### src/rtl/pc_flow_pkg.sv
// Shared encodings for the PC flow sequencer: PC branch select codes and FSM states.
package pc_flow_pkg;

    // Branch[2:0] codes understood by the PC mux
    typedef enum logic [2:0] {
        BR_SEQ = 3'b000,
        BR_BNE = 3'b001,
        BR_BEQ = 3'b010,
        BR_J   = 3'b011,
        BR_JR  = 3'b111
    } branch_e;

    // Sequencer states
    typedef enum logic [1:0] {
        ST_RUN     = 2'd0,
        ST_MD_WAIT = 2'd1,
        ST_FLUSH   = 2'd2
    } state_e;

endpackage

### src/rtl/pc_hazard_detect.sv
// Combinational hazard detection between the ID-stage source registers and the
// EX-stage destination. Register 0 never creates a dependency.
module pc_hazard_detect (
    input  logic       id_is_beq_i,
    input  logic       id_is_bne_i,
    input  logic       id_is_jr_i,
    input  logic [4:0] id_rs_i,
    input  logic [4:0] id_rt_i,
    input  logic       id_uses_rt_i,
    input  logic       ex_mem_read_i,
    input  logic       ex_reg_write_i,
    input  logic [4:0] ex_rd_i,
    output logic       dep_o,
    output logic       load_use_o,
    output logic       br_haz_o
);

    logic id_needs_reg;

    assign dep_o = (ex_rd_i != 5'd0) &&
                   ((ex_rd_i == id_rs_i) || (id_uses_rt_i && (ex_rd_i == id_rt_i)));

    assign load_use_o = ex_mem_read_i && dep_o;

    // Branch compare and jr resolve in ID, so any in-flight EX write they read must wait
    assign id_needs_reg = id_is_beq_i || id_is_bne_i || id_is_jr_i;
    assign br_haz_o     = id_needs_reg && ex_reg_write_i && dep_o;

endmodule

### src/rtl/pc_flow_ctrl.sv
// PC/fetch sequencer: decodes ID control flow into Branch/PcSel, and drives
// PC hold, IF/ID flush and ID/EX bubble for load-use, ID-branch and mult/div hazards.
// Optional macro PC_FLOW_PERF_EN adds saturating stall/flush cycle counters.
module pc_flow_ctrl
    import pc_flow_pkg::*;
#(
    parameter int FLUSH_CYCLES  = 1,
    parameter int MD_MAX_CYCLES = 64,
    parameter int CNT_W         = 16
) (
    input  logic             Clk,
    input  logic             Reset,
    input  logic             IdIsBeq,
    input  logic             IdIsBne,
    input  logic             IdIsJ,
    input  logic             IdIsJr,
    input  logic             IdCmpEq,
    input  logic [4:0]       IdRs,
    input  logic [4:0]       IdRt,
    input  logic             IdUsesRt,
    input  logic             IdUsesMd,
    input  logic             ExMemRead,
    input  logic             ExRegWrite,
    input  logic [4:0]       ExRd,
    input  logic             MdBusy,
    output logic [2:0]       Branch,
    output logic             PcSel,
    output logic             Bobbles,
    output logic             IfIdFlush,
    output logic             IdExBubble,
    output logic             HazErr
`ifdef PC_FLOW_PERF_EN
    ,
    output logic [CNT_W-1:0] StallCnt,
    output logic [CNT_W-1:0] FlushCnt_o
`endif
);

    localparam int                WAIT_W     = $clog2(MD_MAX_CYCLES + 1);
    localparam logic [2:0]        FLUSH_LOAD = 3'(FLUSH_CYCLES - 1);
    localparam logic [WAIT_W-1:0] WAIT_MAX   = WAIT_W'(MD_MAX_CYCLES);
    localparam logic [WAIT_W-1:0] WAIT_ONE   = WAIT_W'(1);

    state_e            state_q, state_d;
    logic [2:0]        flush_cnt_q, flush_cnt_d;
    logic [WAIT_W-1:0] wait_cnt_q, wait_cnt_d;
    logic              haz_err_q, haz_err_d;

    branch_e br_c;
    logic    pcsel_c, bob_c, flush_c, bub_c;
    logic    taken, redirect;
    logic    dep_unused, load_use, br_haz;

    pc_hazard_detect u_haz (
        .id_is_beq_i   (IdIsBeq),
        .id_is_bne_i   (IdIsBne),
        .id_is_jr_i    (IdIsJr),
        .id_rs_i       (IdRs),
        .id_rt_i       (IdRt),
        .id_uses_rt_i  (IdUsesRt),
        .ex_mem_read_i (ExMemRead),
        .ex_reg_write_i(ExRegWrite),
        .ex_rd_i       (ExRd),
        .dep_o         (dep_unused),
        .load_use_o    (load_use),
        .br_haz_o      (br_haz)
    );

    assign taken = (IdIsBeq && IdCmpEq) || (IdIsBne && !IdCmpEq);

    // State, flush/wait counters and sticky watchdog error
    always_ff @(posedge Clk) begin
        if (Reset) begin
            state_q     <= ST_RUN;
            flush_cnt_q <= 3'd0;
            wait_cnt_q  <= '0;
            haz_err_q   <= 1'b0;
        end else begin
            state_q     <= state_d;
            flush_cnt_q <= flush_cnt_d;
            wait_cnt_q  <= wait_cnt_d;
            haz_err_q   <= haz_err_d;
        end
    end

    // Next-state and raw output decode; hazards outrank control-flow redirects
    always_comb begin
        state_d     = state_q;
        flush_cnt_d = flush_cnt_q;
        wait_cnt_d  = wait_cnt_q;
        haz_err_d   = haz_err_q;
        br_c        = BR_SEQ;
        pcsel_c     = 1'b0;
        bob_c       = 1'b0;
        flush_c     = 1'b0;
        bub_c       = 1'b0;
        redirect    = 1'b0;
        case (state_q)
            ST_RUN: begin
                if (IdUsesMd && MdBusy) begin
                    bob_c      = 1'b1;
                    bub_c      = 1'b1;
                    state_d    = ST_MD_WAIT;
                    wait_cnt_d = WAIT_ONE;
                end else if (load_use || br_haz) begin
                    bob_c = 1'b1;
                    bub_c = 1'b1;
                end else begin
                    if (IdIsJr) begin
                        br_c = BR_JR;
                    end else if (IdIsJ) begin
                        br_c = BR_J;
                    end else if (IdIsBeq) begin
                        br_c    = BR_BEQ;
                        pcsel_c = taken;
                    end else if (IdIsBne) begin
                        br_c    = BR_BNE;
                        pcsel_c = taken;
                    end
                    redirect = IdIsJr || IdIsJ || taken;
                    if (redirect) begin
                        flush_c = 1'b1;
                        if (FLUSH_CYCLES > 1) begin
                            state_d     = ST_FLUSH;
                            flush_cnt_d = FLUSH_LOAD;
                        end
                    end
                end
            end
            ST_MD_WAIT: begin
                bob_c = 1'b1;
                bub_c = 1'b1;
                if (!MdBusy) begin
                    state_d = ST_RUN;
                end else if (wait_cnt_q >= WAIT_MAX) begin
                    haz_err_d = 1'b1;
                end else begin
                    wait_cnt_d = wait_cnt_q + WAIT_ONE;
                end
            end
            ST_FLUSH: begin
                flush_c     = 1'b1;
                flush_cnt_d = flush_cnt_q - 3'd1;
                if (flush_cnt_q <= 3'd1) begin
                    state_d = ST_RUN;
                end
            end
            default: begin
                state_d = ST_RUN;
            end
        endcase
    end

    assign Branch     = Reset ? BR_SEQ : br_c;
    assign PcSel      = Reset ? 1'b0 : pcsel_c;
    assign Bobbles    = Reset ? 1'b0 : bob_c;
    assign IfIdFlush  = Reset ? 1'b0 : flush_c;
    assign IdExBubble = Reset ? 1'b0 : bub_c;
    assign HazErr     = Reset ? 1'b0 : haz_err_q;

`ifdef PC_FLOW_PERF_EN
    logic [CNT_W-1:0] stall_cnt_q, flush_perf_q;

    // Saturating counts of stall and flush cycles
    always_ff @(posedge Clk) begin
        if (Reset) begin
            stall_cnt_q  <= '0;
            flush_perf_q <= '0;
        end else begin
            if (Bobbles && (stall_cnt_q != '1)) begin
                stall_cnt_q <= stall_cnt_q + CNT_W'(1);
            end
            if (IfIdFlush && (flush_perf_q != '1)) begin
                flush_perf_q <= flush_perf_q + CNT_W'(1);
            end
        end
    end

    assign StallCnt   = stall_cnt_q;
    assign FlushCnt_o = flush_perf_q;
`else
    logic cnt_w_unused;
    assign cnt_w_unused = (CNT_W > 0);
`endif

endmodule

### config.mk
export PLATFORM = sky130hd
export DESIGN_NAME = pc_flow_ctrl
export DESIGN_NICKNAME = d
export VERILOG_FILES = /design/src/rtl/pc_flow_pkg.sv /design/src/rtl/pc_hazard_detect.sv /design/src/rtl/pc_flow_ctrl.sv
export SDC_FILE = /design/constraint.sdc
export NUM_CORES = 1
export LEC_CHECK = 0
export CAP_MARGIN = 15
export CORE_ASPECT_RATIO = 0.9
export CORE_MARGIN = 4
export CORE_UTILIZATION = 26
export CTS_CLUSTER_SIZE = 28
export DETAILED_ROUTE_END_ITERATION = 8
export DONT_BUFFER_PORTS = 1
export RECOVER_POWER = 50
export SLEW_MARGIN = 20
export SYNTH_ARGS = -nofsm -noshare
export SYNTH_HDL_FRONTEND = slang
export SYNTH_SLANG_ARGS = --single-unit
### constraint.sdc
create_clock -name Clk -period 1.69 [get_ports Clk]
set_input_delay 0.169 -clock Clk [delete_from_list [all_inputs] [get_ports Clk]]
set_output_delay 0.169 -clock Clk [all_outputs]
set_load 0.05 [all_outputs]
==> results.yml <==
power_and_ir_drop:
  ir_worst_vdd_v: 0.000316
  p_per_area_mw_per_mm2: 612
  cellLeakagePower_nw: 0.305
route:
  via_per_inst: 5.50
  route.detailed.drc: 0
  dr.pass1.iters: 4
  drt_iter0_drc: 17
  wl_per_cell_um: 14.4
  wirelength_mm: 1.79
  ant_nets: 0
  vias: 682
clock_network:
  clkLatencyLatePin_ps: 260
  cts_buffer_depth: 2
  clk_pin_slew_ps: 60
  cts.sinks: 9
  cts_root_buf: "clkbuf_4"
  cts_tree: "done"
  postCtsSetupBuffers: 0
  h-tree-depth: 1
  cts_buffers: 3
setup_path:
  cp_top_family: "compound AO/OA/AOI/OAI gates"
  worstSetupEndpointType: "output pin"
  r2r_slack_ps: 290
  crit_chain: "or4_4, o22a_4, a2111oi_4, buf_12"
  start_kind: "input port"
  path_buf_inv: 1
  cpMaxStageDelayCell: "or4_4"
  max_stage_delay_ps: 520
  r2r-start: "state_q[0]"
  worstReg2RegEnd: "wait_cnt_q[4]"
  worstPathRequired_ps: 1520
  path_max_fanout: 6
  arrival_ps: 1550
  ff2ff_path_depth: 5
  critPathKind: "input port to output pin"
layout:
  final_cell_mix: "xnor2_1 (13), nand2_1 (9), dfxtp_1 (9)"
  diodes: 0
  nets: 125
  area_growth_pct: 34.1
  final-seq-area_um2: 180
  multi_input_comb_area_um2: 559
  final_area_um2: 945
  drive_above_1_share: 0.188
  nFillCells: 266
  layout_commonest_cell: "xnor2_1"
timing:
  fin_ws_ps: -29.8
  max_slew_margin: 0.607
  setup_viol: 3
  setup_tns_ps: -49.4
  slew_violations: 0
  post-route-min-period_ps: 1720
  tightest_slew_ps: 592
  fmax_mhz: 581
  skew_ps: 2.32
  rsz0062_at_grt: "yes"
  hold_viol: 0
  period_share: 1.02
global_routing:
  grt_overflow: 0
  grt_max_degree: 9
  track_usage: 0.111
  antenna_found_initial: 0
  grt_pass1_vias: 681
  grt_pass1_wl_mm: 3.15
synth:
  synthCells: 86
  ys_warn_count: 0
  synth_nets: 114
  synth_edf_count: 0
  avgSynthCellArea_um2: 8.19
  syn_area_um2: 704
  async_flop_share: 0
  ys_seq_area_frac: 0.256
  synth.distinct_cells: 31
  yosys_most_used_dff: "dfxtp_1"
  ys_seq_elements: 9
die:
  io_pins: 35
  die_y_um: 57.4
  coreArea_mm2: 0.00251
  die_area_mm2: 0.00361
  die_w_um: 62.9
  start_util: 0.281
  rows: 17
placement:
  hpwl_mm: 1.48
  place.gp.congestion: 0.790
  portBuffers: 0
  dpl_cell_area_um2: 916
hold_path:
  min_delay_path_depth: 2
  min_delay_worst_endpoint: "haz_err_q"
  hp-class: "input port to flip-flop"
  hold_path_startpoint: "MdBusy"
status:
  violations: "setup timing"
  status: "finished with violations"
flow_run:
  maxCapViolCount: 0
routing by layer:
metal / up-vias / GRT usage / routed length, um
met5: - / 0 / 0
met4: 0 / 0.0377 / 21
met3: 2 / 0.0669 / 249
met2: 35 / 0.191 / 862
met1: 313 / 0.111 / 656
li1: 332 / - / -
repair_timing:
action                                  4_1_cts  5_1_grt
endpoints found under the setup margin        4        6
resized for setup                             0        0
endpoints found under the hold margin         4        0
hold buffers                                  1        0
flip-flops by register name, indices dropped and copies added, names as in the netlist:
| name | flops |
|---|---|
| state_q | 1 |
| wait_cnt_q | 7 |
| haz_err_q | 1 |
worst max-delay path by stage:
stage                      endpoint  depth (start not counted)    start  slack [ps]
after floorplan           Branch[0]                          3  ExRd[1]        -160
after global routing      Branch[2]                          4  ExRd[1]         -70
after CTS                 Branch[2]                          4  ExRd[1]         -50
final                     Branch[2]                          4  ExRd[1]         -30
after global placement    Branch[0]                          4  ExRd[1]          -3
after detailed placement  Branch[2]                          4  ExRd[1]         -50
area by class of cell:
type                            instances  area share
Sequential cell                         9       0.191
Tap cell                               28      0.0371
Multi-Input combinational cell         69       0.592
Inverter                                5      0.0199
Timing Repair Buffer                    9       0.132
Clock buffer                            4      0.0278
synth_stat cells (all sizes together), types with 2 or more instances:
library cell,instances,area [um2]
nand2,9,33.8
nor3,2,10.0
xnor2,13,114
o21ai,3,15.0
mux2i,2,20.0
inv,5,18.8
dfxtp,9,180
nand4,3,18.8
clkbuf,2,7.51
a21oi,4,20.0
a211oi,2,15.0
nand2b,2,12.5
nor2,8,30.0
a31oi,2,12.5
a2111oi,4,60.1
cell families (layout without fill, tap and decap cells):
group,count (synthesis),after routing,share of synthesized area
simple gates,30,30,0.210
compound gates,23,23,0.279
xor+xnor,13,13,0.162
mux,2,2,0.0284
fa+ha+maj,1,1,0.0178
buf+inv,8,18,0.0480
flops,9,9,0.256
through the flow:
stage | setup WS (ps) | hold WS [ps] | util | power (mW) | std cells
after global placement | -2.65 | 246 | 0.365 | 0.411 | 119
after CTS | -49.2 | 72.6 | 0.379 | 0.585 | 124
after floorplan | -157 | 379 | - | 0.374 | 86
after global routing | -66.3 | 70.2 | 0.376 | 0.616 | 124
final | -29.8 | 73.1 | 0.376 | 0.578 | 124
after detailed placement | -49.3 | 249 | 0.365 | 0.414 | 119
where the power goes:
group / switching [mW] / internal, mW
logic: 0.102 / 0.0886
registers: 0.00316 / 0.215
clock network: 0.0778 / 0.0912
No activity file was read; power rests on OpenSTA's default activity.
